**config.mk**
```make
export PLATFORM = sky130hd
export DESIGN_NAME = w_shift_seq
export DESIGN_NICKNAME = d
export VERILOG_FILES = /design/src/rtl/w_shift_seq_pkg.sv /design/src/rtl/w_shift_seq.sv
export SDC_FILE = /design/constraint.sdc
export NUM_CORES = 1
export LEC_CHECK = 0
export BUFFER_PORTS_ARGS = -buffer_cell sky130_fd_sc_hd__buf_2
export CAP_MARGIN = 25
export CORE_ASPECT_RATIO = 0.9
export CORE_UTILIZATION = 50
export CTS_CLUSTER_DIAMETER = 80
export DETAILED_ROUTE_END_ITERATION = 10
export GPL_TIMING_DRIVEN = 0
export PLACE_DENSITY_LB_ADDON = 0.25
export SYNTH_ARGS = -nofsm -noshare
export SYNTH_HDL_FRONTEND = slang
export SYNTH_SLANG_ARGS = --single-unit
```
**constraint.sdc**
```tcl
create_clock -name CLK -period 2.1 [get_ports CLK]
set_input_delay 0.21 -clock CLK [delete_from_list [all_inputs] [get_ports CLK]]
set_output_delay 0.21 -clock CLK [all_outputs]
set_load 0.05 [all_outputs]
```
**src/rtl/w_shift_seq_pkg.sv**
```systemverilog
// ----------------------------------------------------------------------------
// w_shift_seq_pkg
// Shared definitions for the w_shift_seq command sequencer:
//   - command op codes carried on CMD_OP
//   - mode codes driven on S toward the W_74HC194 stage
//   - sequencer state encoding
// ----------------------------------------------------------------------------
package w_shift_seq_pkg;

    // Command op codes
    localparam logic [1:0] OP_LOAD = 2'b00;
    localparam logic [1:0] OP_SHR  = 2'b01;
    localparam logic [1:0] OP_SHL  = 2'b10;
    localparam logic [1:0] OP_ROR  = 2'b11;

    // W_74HC194 mode select values
    localparam logic [1:0] S_HOLD  = 2'b00;
    localparam logic [1:0] S_SHR   = 2'b01;
    localparam logic [1:0] S_SHL   = 2'b10;
    localparam logic [1:0] S_LOAD  = 2'b11;

    typedef enum logic [1:0] {
        ST_IDLE  = 2'b00,
        ST_LOAD  = 2'b01,
        ST_SHIFT = 2'b10,
        ST_DONE  = 2'b11
    } state_t;

endpackage

```
**src/rtl/w_shift_seq.sv**
```systemverilog
// ----------------------------------------------------------------------------
// w_shift_seq
// Command sequencer upstream of a W_74HC194 universal shift register. One
// command is accepted per CMD_VALID/CMD_READY handshake (load, or N-step
// left/right shift with a fill bit) and is played out on S/D/IN cycle by
// cycle. DONE pulses for one cycle when the command has finished.
//
// Optional feature: define SEQ_ROTATE_EN to make op 11 a rotate-right of
// CMD_CNT steps (D[1] fed from Q[3]). Without it op 11 is an accepted no-op
// and Q is not used.
//
// Ports:
//   CLK        : clock, rising edge
//   MR_N       : asynchronous active-low reset (shared with W_74HC194)
//   CMD_VALID  : command present           CMD_READY : accepting (IDLE only)
//   CMD_OP     : 00 load, 01 shr, 10 shl, 11 rotate right / no-op
//   CMD_FILL   : serial fill bit           CMD_CNT   : shift step count
//   CMD_DATA   : parallel load value       Q         : W_74HC194 OUT feedback
//   S, D, IN   : mode / serial / parallel inputs of W_74HC194
//   BUSY       : command in progress       DONE      : completion pulse
// ----------------------------------------------------------------------------
module w_shift_seq
    import w_shift_seq_pkg::*;
#(
    parameter int CNT_W = 4
) (
    input  logic             CLK,
    input  logic             MR_N,
    input  logic             CMD_VALID,
    output logic             CMD_READY,
    input  logic [1:0]       CMD_OP,
    input  logic             CMD_FILL,
    input  logic [CNT_W-1:0] CMD_CNT,
    input  logic [0:3]       CMD_DATA,
    input  logic [0:3]       Q,
    output logic [1:0]       S,
    output logic [1:0]       D,
    output logic [0:3]       IN,
    output logic             BUSY,
    output logic             DONE
);

    state_t           state_reg, state_next;
    logic [1:0]       s_reg,     s_next;
    logic [1:0]       d_reg,     d_next;
    logic [0:3]       in_reg,    in_next;
    logic             busy_reg,  busy_next;
    logic             done_reg,  done_next;
    logic [CNT_W-1:0] cnt_reg,   cnt_next;
`ifdef SEQ_ROTATE_EN
    logic             rot_reg,   rot_next;
`endif

    always_ff @(posedge CLK or negedge MR_N) begin
        if (!MR_N) begin
            state_reg <= ST_IDLE;
            s_reg     <= S_HOLD;
            d_reg     <= '0;
            in_reg    <= '0;
            busy_reg  <= 1'b0;
            done_reg  <= 1'b0;
            cnt_reg   <= '0;
`ifdef SEQ_ROTATE_EN
            rot_reg   <= 1'b0;
`endif
        end else begin
            state_reg <= state_next;
            s_reg     <= s_next;
            d_reg     <= d_next;
            in_reg    <= in_next;
            busy_reg  <= busy_next;
            done_reg  <= done_next;
            cnt_reg   <= cnt_next;
`ifdef SEQ_ROTATE_EN
            rot_reg   <= rot_next;
`endif
        end
    end

    // Outputs are computed one cycle ahead so that S/D/IN/BUSY/DONE come
    // straight from flops.
    always_comb begin
        state_next = state_reg;
        s_next     = S_HOLD;
        d_next     = d_reg;
        in_next    = in_reg;
        done_next  = 1'b0;
        cnt_next   = cnt_reg;
`ifdef SEQ_ROTATE_EN
        rot_next   = rot_reg;
`endif
        case (state_reg)
            ST_IDLE: begin
                // CMD_READY is high throughout IDLE, so VALID alone completes
                // the handshake here.
                if (CMD_VALID) begin
                    case (CMD_OP)
                        OP_LOAD: begin
                            state_next = ST_LOAD;
                            s_next     = S_LOAD;
                            in_next    = CMD_DATA;
                        end
                        OP_SHR, OP_SHL: begin
                            if (CMD_CNT != '0) begin
                                state_next = ST_SHIFT;
                                s_next     = (CMD_OP == OP_SHR) ? S_SHR : S_SHL;
                                d_next     = {2{CMD_FILL}};
                                cnt_next   = CMD_CNT;
`ifdef SEQ_ROTATE_EN
                                rot_next   = 1'b0;
`endif
                            end else begin
                                state_next = ST_DONE;
                                done_next  = 1'b1;
                            end
                        end
                        default: begin
`ifdef SEQ_ROTATE_EN
                            if (CMD_CNT != '0) begin
                                state_next = ST_SHIFT;
                                s_next     = S_SHR;
                                d_next     = 2'b00;
                                cnt_next   = CMD_CNT;
                                rot_next   = 1'b1;
                            end else begin
                                state_next = ST_DONE;
                                done_next  = 1'b1;
                            end
`else
                            state_next = ST_DONE;
                            done_next  = 1'b1;
`endif
                        end
                    endcase
                end
            end
            ST_LOAD: begin
                state_next = ST_DONE;
                done_next  = 1'b1;
            end
            ST_SHIFT: begin
                // The edge ending this cycle performs one register step.
                cnt_next = cnt_reg - CNT_W'(1);
                if (cnt_reg == CNT_W'(1)) begin
                    state_next = ST_DONE;
                    done_next  = 1'b1;
                end else begin
                    s_next = s_reg;
                end
            end
            default: begin
                state_next = ST_IDLE;
            end
        endcase
        busy_next = (state_next != ST_IDLE);
    end

    assign CMD_READY = (state_reg == ST_IDLE);
    assign S         = s_reg;
    assign IN        = in_reg;
    assign BUSY      = busy_reg;
    assign DONE      = done_reg;

`ifdef SEQ_ROTATE_EN
    // Rotate feeds the bit leaving OUT[3] back into the right-shift input.
    assign D = (rot_reg && state_reg == ST_SHIFT) ? {Q[3], d_reg[0]} : d_reg;
`else
    assign D = d_reg;
    logic q_unused;
    assign q_unused = ^Q;
`endif

endmodule

```
==> flow_metrics.py <==
metrics = {
    "clock_network": {
        "clk_latency_ns": 0.29,
        "clockRootBuffer": "clkbuf_4",
        "cts.sinks": 15,
        "cts_buffers": 3,
        "htree_levels": 1,
        "cts_buffer_depth": 2,
        "cts_resized": 0,
        "cts_setup_buffers": 0,
        "clkTransAtPathRegs_ns": 0.09,
        "cts_tree": "built",
    },
    "setup_path": {
        "reg2reg_to": "cnt_reg[3]$_DFFE_PN0P_",
        "cp.arrival_ns": 1.86,
        "crit_path_max_fanout": 9,
        "end_kind": "flop",
        "critical_path_class": "reg2reg",
        "cp.required_ns": 2.27,
        "r2r_start": "state_reg[0]$_DFF_PN0_",
        "crit_end": "cnt_reg[3]$_DFFE_PN0P_",
        "worstSetupStartpointType": "flop",
        "rr_worst_depth": 7,
        "critPathLaunch": "state_reg[0]$_DFF_PN0_",
        "regToRegSetupSlack_ns": 0.42,
    },
    "pwr": {
        "p_clk_frac": 0.092,
        "sequentialPowerShare": 0.292,
        "p_comb_frac": 0.615,
        "internal_power_uw": 867,
        "switching_share": 0.509,
        "p_leak_uw": 0.000574,
        "ir_drop_mv": 0.840,
        "power_switching_uw": 899,
        "finalPower_uw": 1770,
        "p_per_area_mw_per_mm2": 1550,
    },
    "timing": {
        "tightest_slew_ns": 0.397,
        "finalMaxSlewViolations": 0,
        "hold_viol_final": 0,
        "setup_viol": 0,
        "slew-limit-headroom": 0.733,
        "holdWs_ns": 0.117,
        "fin_skew_ns": 0.00914,
        "fmax_mhz": 594,
        "finalCritPeriodShare": 0.802,
        "post-route-min-period_ns": 1.68,
        "fin_setup_tns_ns": 0,
        "setup_slack_ns": 0.416,
        "rsz0062_at_grt": "false",
    },
    "global_routing": {
        "grt_overflow": 0,
        "track_usage": 0.223,
        "antenna_found_initial": 0,
        "grt_max_degree": 16,
        "grt_pass1_wl_mm": 3.30,
        "grt_pass1_vias": 818,
    },
    "die": {
        "row_count": 14,
        "initial_core_util": 0.553,
        "dieArea_mm2": 0.00210,
        "core_area_mm2": 0.00173,
        "die_h_um": 43.6,
        "io_pins": 29,
        "fp.dieW_um": 48.2,
    },
    "routing": {
        "routed_wl_mm": 1.94,
        "drtPass1Iterations": 4,
        "viasPerCell": 5.54,
        "detail-route-antenna-nets": 0,
        "num_vias": 815,
        "post-route-drc-count": 0,
        "detail_route.wl_per_cell_um": 13.2,
        "drtIter0Drc": 21,
    },
    "synthesis": {
        "synth_flop_cell": "dfrtp_1",
        "postSynth.asyncResetShare": 1.00,
        "yosys-top-cells-area": "dfrtp_1 39%, ha_1 13%, mux2_2 4.7%",
        "synthDistinctLibCells": 37,
        "yosysMostFrequentCell": "dfrtp_1",
        "ys.warnings.count": 0,
        "synth.largest_area_cell": "dfrtp_1",
        "synth_top_area_frac": 0.391,
        "ys_ff_latch": 15,
        "synth_adder_area_share": 0.130,
        "synth_top_family_by_area": "simple AND/OR/NAND/NOR gates",
        "synth_compound_area_frac": 0.167,
        "synth.cell_area_um2": 960,
        "synth_area_per_cell_um2": 10.1,
        "netlist_top_cells_count": "15 x dfrtp_1, 10 x ha_1, 7 x inv_1, 7 x nand2_1",
        "yosys.area_share.simple": 0.184,
        "ys_seq_area_frac": 0.391,
        "syn_nets": 123,
        "synthMuxAreaShare": 0.0678,
        "synth_xor_area_frac": 0,
        "syn_inst": 95,
        "synth-edff-count": 0,
    },
    "placed_design": {
        "portBuffers": 23,
        "dp_hpwl_mm": 1.52,
        "place.gp.congestion": 0.860,
        "placed_area_mm2": 0.00110,
        "dp_slack_ns": 0.440,
    },
    "final_layout": {
        "n_antenna_cell": 0,
        "design_area_mm2": 0.00114,
        "layout.nets": 152,
        "area_growth_syn_to_layout_pct": 18.9,
        "drive_above_1_share": 0.341,
    },
    "min_path": {
        "min_path_type": "in2reg",
    },
    "job": {
        "maxCapViolCount": 0,
    },
    "outcome": {
        "status": "finished, final reports clean",
    },
}
worst min-delay path by stage:
stage	startpoint	endpoint	cells after the start
2_1_floorplan	MR_N	BUSY$_DFF_PN0_	0
3_3_place_gp	MR_N	IN[2]$_DFFE_PN0P_	1
3_5_place_dp	MR_N	IN[2]$_DFFE_PN0P_	1
4_1_cts	CMD_FILL	D[0]$_DFFE_PN0P_	3
5_1_grt	CMD_FILL	D[0]$_DFFE_PN0P_	3
6_report	CMD_FILL	D[0]$_DFFE_PN0P_	3
worst max-delay path, cell delays in order, from the launching register on:
cell,delay (ns)
dfrtp_1,0.44
inv_1,0.10
ha_1,0.18
buf_6,0.14
and3_4,0.24
nand2_2,0.10
a211oi_1,0.28
nor3_1,0.09
area by class of cell:
type,instances,area (um^2)
tap,24,30.0
sequential,15,375
multi-input combinational,69,527
clock buffer,4,26.3
fill,154,593
buffer,4,31.3
timing repair buffer,24,125
inverter,7,26.3
layout by cell type (no fill, tap or decap), types with 2 or more instances in the layout:
| cell type | Yosys | routed |
|---|---|---|
| a21oi_1 | 3 | 3 |
| buf_2 | 1 | 24 |
| nor3_1 | 4 | 4 |
| inv_1 | 7 | 7 |
| buf_4 | 2 | 2 |
| a31oi_1 | 2 | 2 |
| ha_1 | 10 | 10 |
| mux2_2 | 4 | 4 |
| nor2_1 | 5 | 5 |
| nor3b_1 | 2 | 2 |
| mux2i_1 | 2 | 2 |
| nand3_1 | 5 | 5 |
| clkbuf_4 | 0 | 3 |
| a22o_1 | 2 | 2 |
| dfrtp_1 | 15 | 15 |
| nand2_1 | 7 | 7 |
| a211oi_1 | 3 | 3 |
cells by family after synthesis:
logic type,count (synthesis)
simple gates,31
compound gates,22
flops,15
buf+inv,11
fa+ha+maj,10
mux,6
layer usage:
layer	GRT usage	vias up	wire (um)
met5	0	-	0
met4	0.0778	0	0
met3	0.0750	0	104
met2	0.344	23	958
met1	0.286	394	881
li1	-	398	-
power by group through the flow:
stage	logic (uW)	clock network, uW	registers, uW
finish	1090	163	517
CTS	1090	172	515
detailed placement	1090	0	520
global route	1180	178	537
floorplan	608	0	759
global placement	1050	0	515
through the flow:
stage / utilization / std cells
final: 0.658 / 147
after global routing: 0.658 / 147
after CTS: 0.658 / 147
after detailed placement: 0.637 / 142
after global placement: 0.637 / 142
after floorplan: - / 95
repair_timing:
action                                  CTS  global route
endpoints found under the setup margin    0             0
hold endpoints to repair                 15             0
hold buffers                              1             0
Note: power is estimated with default switching activity, not from simulation.
